===== src/rtl/booth_arbiter.sv =====
// booth_arbiter: round-robin front end sharing one pipelined Booth multiplier
// between two requesters, with in-order result routing back to the owner.
module booth_arbiter #(
  parameter int LATENCY = 4,
  parameter int MAX_OUT = 2
) (
  input  logic        clk_in,
  input  logic        reset,
  input  logic        req0_valid,
  output logic        req0_ready,
  input  logic [7:0]  req0_a,
  input  logic [7:0]  req0_b,
  input  logic        req1_valid,
  output logic        req1_ready,
  input  logic [7:0]  req1_a,
  input  logic [7:0]  req1_b,
  output logic        mul_start,
  output logic [7:0]  mul_data1,
  output logic [7:0]  mul_data2,
  input  logic [15:0] mul_result,
  output logic        rsp_valid,
  output logic        rsp_id,
  output logic [15:0] rsp_result,
  output logic        busy
);

  localparam int CW = $clog2(MAX_OUT + 1);
  localparam logic [CW-1:0] MAX_CNT = CW'(MAX_OUT);

  logic               r_ptr;
  logic [CW-1:0]      r_cnt0;
  logic [CW-1:0]      r_cnt1;
  logic               r_mulStart;
  logic [7:0]         r_mulData1;
  logic [7:0]         r_mulData2;
  logic               r_issueId;
  logic [LATENCY-1:0] r_tagValid;
  logic [LATENCY-1:0] r_tagId;
  logic               r_rspValid;
  logic               r_rspId;
  logic [15:0]        r_rspResult;

  logic w_elig0;
  logic w_elig1;
  logic w_grant0;
  logic w_grant1;
  logic w_xfer;
  logic w_dec0;
  logic w_dec1;

  // Grants are gated by reset so ready is forced low while held in reset.
  assign w_elig0  = req0_valid && (r_cnt0 < MAX_CNT);
  assign w_elig1  = req1_valid && (r_cnt1 < MAX_CNT);
  assign w_grant0 = reset && w_elig0 && (!w_elig1 || !r_ptr);
  assign w_grant1 = reset && w_elig1 && (!w_elig0 || r_ptr);
  assign w_xfer   = w_grant0 || w_grant1;
  assign w_dec0   = r_rspValid && !r_rspId;
  assign w_dec1   = r_rspValid && r_rspId;

  assign req0_ready = w_grant0;
  assign req1_ready = w_grant1;
  assign mul_start  = r_mulStart;
  assign mul_data1  = r_mulData1;
  assign mul_data2  = r_mulData2;
  assign rsp_valid  = r_rspValid;
  assign rsp_id     = r_rspId;
  assign rsp_result = r_rspResult;
  assign busy       = r_mulStart || (|r_tagValid) || r_rspValid;

  always_ff @(posedge clk_in or negedge reset) begin
    if (!reset) begin
      r_ptr      <= 1'b0;
      r_mulStart <= 1'b0;
      r_mulData1 <= '0;
      r_mulData2 <= '0;
      r_issueId  <= 1'b0;
    end else begin
      r_mulStart <= w_xfer;
      if (w_xfer) begin
        r_ptr      <= w_grant0;
        r_issueId  <= w_grant1;
        r_mulData1 <= w_grant1 ? req1_a : req0_a;
        r_mulData2 <= w_grant1 ? req1_b : req0_b;
      end
    end
  end

  // The tag pipe mirrors the multiplier depth; clearing it on reset is what
  // discards products still inside the (unflushed) multiplier.
  always_ff @(posedge clk_in or negedge reset) begin
    if (!reset) begin
      r_tagValid  <= '0;
      r_tagId     <= '0;
      r_rspValid  <= 1'b0;
      r_rspId     <= 1'b0;
      r_rspResult <= '0;
    end else begin
      r_tagValid[0] <= r_mulStart;
      r_tagId[0]    <= r_issueId;
      for (int i = 1; i < LATENCY; i++) begin
        r_tagValid[i] <= r_tagValid[i-1];
        r_tagId[i]    <= r_tagId[i-1];
      end
      r_rspValid <= r_tagValid[LATENCY-1];
      if (r_tagValid[LATENCY-1]) begin
        r_rspId     <= r_tagId[LATENCY-1];
        r_rspResult <= mul_result;
      end
    end
  end

  // A slot is released one edge after its response pulse is on the outputs.
  always_ff @(posedge clk_in or negedge reset) begin
    if (!reset) begin
      r_cnt0 <= '0;
      r_cnt1 <= '0;
    end else begin
      if (w_grant0 && !w_dec0) begin
        r_cnt0 <= r_cnt0 + CW'(1);
      end else if (!w_grant0 && w_dec0 && (r_cnt0 != '0)) begin
        r_cnt0 <= r_cnt0 - CW'(1);
      end
      if (w_grant1 && !w_dec1) begin
        r_cnt1 <= r_cnt1 + CW'(1);
      end else if (!w_grant1 && w_dec1 && (r_cnt1 != '0)) begin
        r_cnt1 <= r_cnt1 - CW'(1);
      end
    end
  end

endmodule

===== config.mk =====
export PLATFORM = sky130hd
export DESIGN_NAME = booth_arbiter
export DESIGN_NICKNAME = d
export VERILOG_FILES = /design/src/rtl/booth_arbiter.sv
export SDC_FILE = /design/constraint.sdc
export NUM_CORES = 1
export LEC_CHECK = 0
export BUFFER_PORTS_ARGS = -buffer_cell sky130_fd_sc_hd__clkbuf_2
export CORE_MARGIN = 8
export CORE_UTILIZATION = 45
export CTS_CLUSTER_DIAMETER = 80
export DETAILED_ROUTE_END_ITERATION = 10
export PLACE_DENSITY_LB_ADDON = 0.2
export REMOVE_ABC_BUFFERS = 1
export SYNTH_ARGS = -nofsm -noshare
export SYNTH_HDL_FRONTEND = slang
export SYNTH_SLANG_ARGS = --single-unit
export TNS_END_PERCENT = 30

===== constraint.sdc =====
create_clock -name clk_in -period 1.7 [get_ports clk_in]
set_input_delay 0.17 -clock clk_in [delete_from_list [all_inputs] [get_ports clk_in]]
set_output_delay 0.17 -clock clk_in [all_outputs]
set_load 0.1 [all_outputs]

==> run_results.csv <==
group,metric,value,unit
setup_path,startpoint,"r_ptr$_DFFE_PN0P_",
detailed_routing,vias,1962,
detailed_routing,drcViolationCount,0,
logic_synthesis,yosys_warnings,0,
placement,dp_slack,0.138,ns
setup_path,path_delay_family,"simple AND/OR/NAND/NOR gates",
clocking,cts_max_path_buffers,2,
global_routing,grt_usage,16.1,%
sta,slew_headroom,63.2,%
run,cap_violations,0,
global_routing,grt_max_degree,23,
sta,final_hold_viol_count,0,
sta,fin_worst_skew,0.00699,ns
setup_path,rr_endpoint,"mul_data2[1]$_DFFE_PN0P_",
setup_path,rr_worst_depth,5,
final_layout,final_util,62.6,%
setup_path,cpMaxStageDelayCell,"or3b_4",
clocking,clk_latency,0.30,ns
power,p_switching,3870,µW
logic_synthesis,yosys_register_bits,49,
final_layout,drive_above_1_share,55.6,%
setup_path,slowest_delay,0.42,ns
sta,tightest_slew,0.554,ns
status,outcome,"completed",
logic_synthesis,synth_top_area_share,50.9,%
power,p_leak,0.00157,µW
setup_path,worstPathCellList,"or3b_4 > nand3_2 > inv_1 > buf_12",
global_routing,grt_pass1_wl,9880,µm
setup_path,cp_num_cells,4,
clocking,numCtsBuffers,5,
clocking,tritoncts,"built",
placement,hpwl,4680,µm
min_path,worst_hold_path_type,"input port to asynchronous set/reset pin",
global_routing,antenna_found_initial,0,
final_layout,syn2layout_area_growth,33.7,%
logic_synthesis,async_flop_share,100,%
die,dieArea,7950,µm²
setup_path,crit_path_max_fanout,3,
sta,max_freq,606,MHz
logic_synthesis,synthCells,188,
sta,post-route-period-util,97.1,%
sta,setup_viol,0,
clocking,htree_levels,2,
setup_path,path_class,"flip-flop to output pin",
global_routing,grt_overflow_total,0,
sta,layout_setup_ws,0.0491,ns
clocking,cts_root_buf,"clkbuf_8",
power,vdd_drop_max,943,µV
setup_path,start_kind,"flip-flop",
setup_path,crit_path_end_kind,"output pin",
detailed_routing,drtIter0Drc,103,
logic_synthesis,synth_area_leaders,"dfrtp_1, mux2_2, and4b_1, a221oi_2, a2bb2oi_2",
setup_path,critPathBufInv,2,
setup_path,r2r_setup_slack,0.10,ns
logic_synthesis,synth_ff_type,"dfrtp_1",
final_layout,nNetsFinal,346,
power,finalPower,6680,µW
setup_path,critPathArrivalTime,1.48,ns
clocking,cts.clk_slew.worst_paths,0.09,ns
logic_synthesis,syn_area_per_cell,12.8,µm²
detailed_routing,vias_per_cell,5.38,
sta,report.final.slew_viol_count,0,
die,core_area,5140,µm²
detailed_routing,drt_wl_total,6240,µm
logic_synthesis,synth_seq_area_share,50.9,%
power,clockPowerShare,11.0,%
clocking,numClockSinks,49,
die,die_w,89.1,µm
setup_path,cp.required,1.53,ns
final_layout,antenna_cells,0,
die,die_h,89.1,µm
logic_synthesis,synth_cell_type_count,32,
logic_synthesis,synth_edf_count,0,
detailed_routing,wl_per_cell,17.1,µm
sta,min_period,1.65,ns
sta,setup_tns,0,ns
die,initial_utilization,46.8,%
power,sequentialPowerShare,27.9,%
power,power.density,2080,nW/µm²
power,power_frac_comb,61.2,%
placement,gp_congestion,0.743,
placement,port_buffers,89,
setup_path,crit_end,"req1_ready",
setup_path,regToRegStartpoint,"r_ptr$_DFFE_PN0P_",
detailed_routing,antenna_left,0,
die,io_pins,90,
sta,hold_ws,0.0318,ns
logic_synthesis,synthesis.area,2410,µm²
logic_synthesis,synth_top_area_cell,"dfrtp_1",
die,row_count,26,
detailed_routing,drtPass1Iterations,5,
power,intPower,2810,µW
global_routing,grt_pass1_vias,1979,
power,p_sw_share,57.9,%
## worst register-to-register path: stages (launching register included)
cell and delay (ns):
dfrtp_1 0.39, or3b_4 0.42, buf_4 0.17, buf_12 0.15, a221oi_1 0.25, a2bb2oi_1 0.10
## registers in the layout, indices dropped and copies added (netlist names)
name / flops
r_cnt0: 2
mul_start: 1
r_tagValid: 4
rsp_valid: 1
r_issueId: 1
mul_data2: 8
r_cnt1: 2
r_tagId: 4
r_ptr: 1
mul_data1: 8
rsp_id: 1
rsp_result: 16
## kinds of logic after synthesis
logic type,count (synthesis),synth area share (%)
AO/OA/AOI/OAI,60,23.6
buffers and inverters,23,5.35
flip-flops,49,50.9
multiplexers,16,7.48
AND/OR/NAND/NOR,40,12.6
## area by class of cell
type / instances / area (µm²)
multi-input cells: 116 / 1060
clock inverters: 2 / 17.5
well taps: 70 / 87.6
fillers: 462 / 1920
repair buffers: 117 / 723
inverters: 5 / 18.8
clock buffers: 6 / 82.6
flip-flops and latches: 49 / 1230
## power groups by stage
stage / Sequential, µW / Combinational, µW / Clock (µW)
2_1_floorplan: 4380 / 775 / 0
3_3_place_gp: 1870 / 4040 / 0
3_5_place_dp: 1890 / 4070 / 0
4_1_cts: 1860 / 4110 / 751
5_1_grt: 1930 / 4210 / 792
6_report: 1860 / 4090 / 733
## layer usage
layer	vias to the layer above	wire [µm]	GRT usage (%)
li1	946	-	-
met1	950	2750	21.0
met3	6	490	4.60
met2	60	2950	25.6
met4	0	52	4.23
met5	-	0	0
## cells in the mapped netlist, types with 3 or more instances
master     count
and4b_1       16
inv_1          4
clkbuf_1       6
a221oi_2      10
a221oi_1       8
a2bb2oi_1      7
mux2_2        16
dfrtp_1       49
a2bb2oi_2      9
o21ai_0       21
nand2b_1       3
buf_2          9
nand2_1        7
## cell usage in the layout, fill, tap and decap left out, types with 7 or more instances in the layout
cell type,n
clkbuf_2,86
dfrtp_1,49
buf_4,23
o21ai_0,21
mux2_2,16
and4b_1,16
a221oi_2,10
a2bb2oi_2,9
a221oi_1,8
a2bb2oi_1,7
## worst min path at each step
stage,from,to,cells after the start
finish,reset,rsp_result[13]$_DFFE_PN0P_,2
global route,reset,rsp_result[13]$_DFFE_PN0P_,2
CTS,reset,rsp_result[11]$_DFFE_PN0P_,2
detailed placement,reset,r_ptr$_DFFE_PN0P_,1
global placement,reset,r_ptr$_DFFE_PN0P_,1
floorplan,reset,mul_data1[0]$_DFFE_PN0P_,0
## repair_timing
action | in CTS | in global routing
setup buffers | 1 | 1
endpoints found under the setup margin | 1 | 2
resized for setup | 2 | 3
hold buffers | 4 | 0
pin swaps | 0 | 1
hold endpoints to repair | 22 | 0
## through the flow
| stage | instance area (µm²) | cells |
|---|---|---|
| 6_report | 3220 | 365 |
| 5_1_grt | 3220 | 365 |
| 4_1_cts | 3210 | 364 |
| 3_5_place_dp | 3050 | 351 |
| 3_3_place_gp | 3050 | 351 |
| 2_1_floorplan | 2300 | 170 |
No activity file was read; power rests on OpenSTA's default activity.
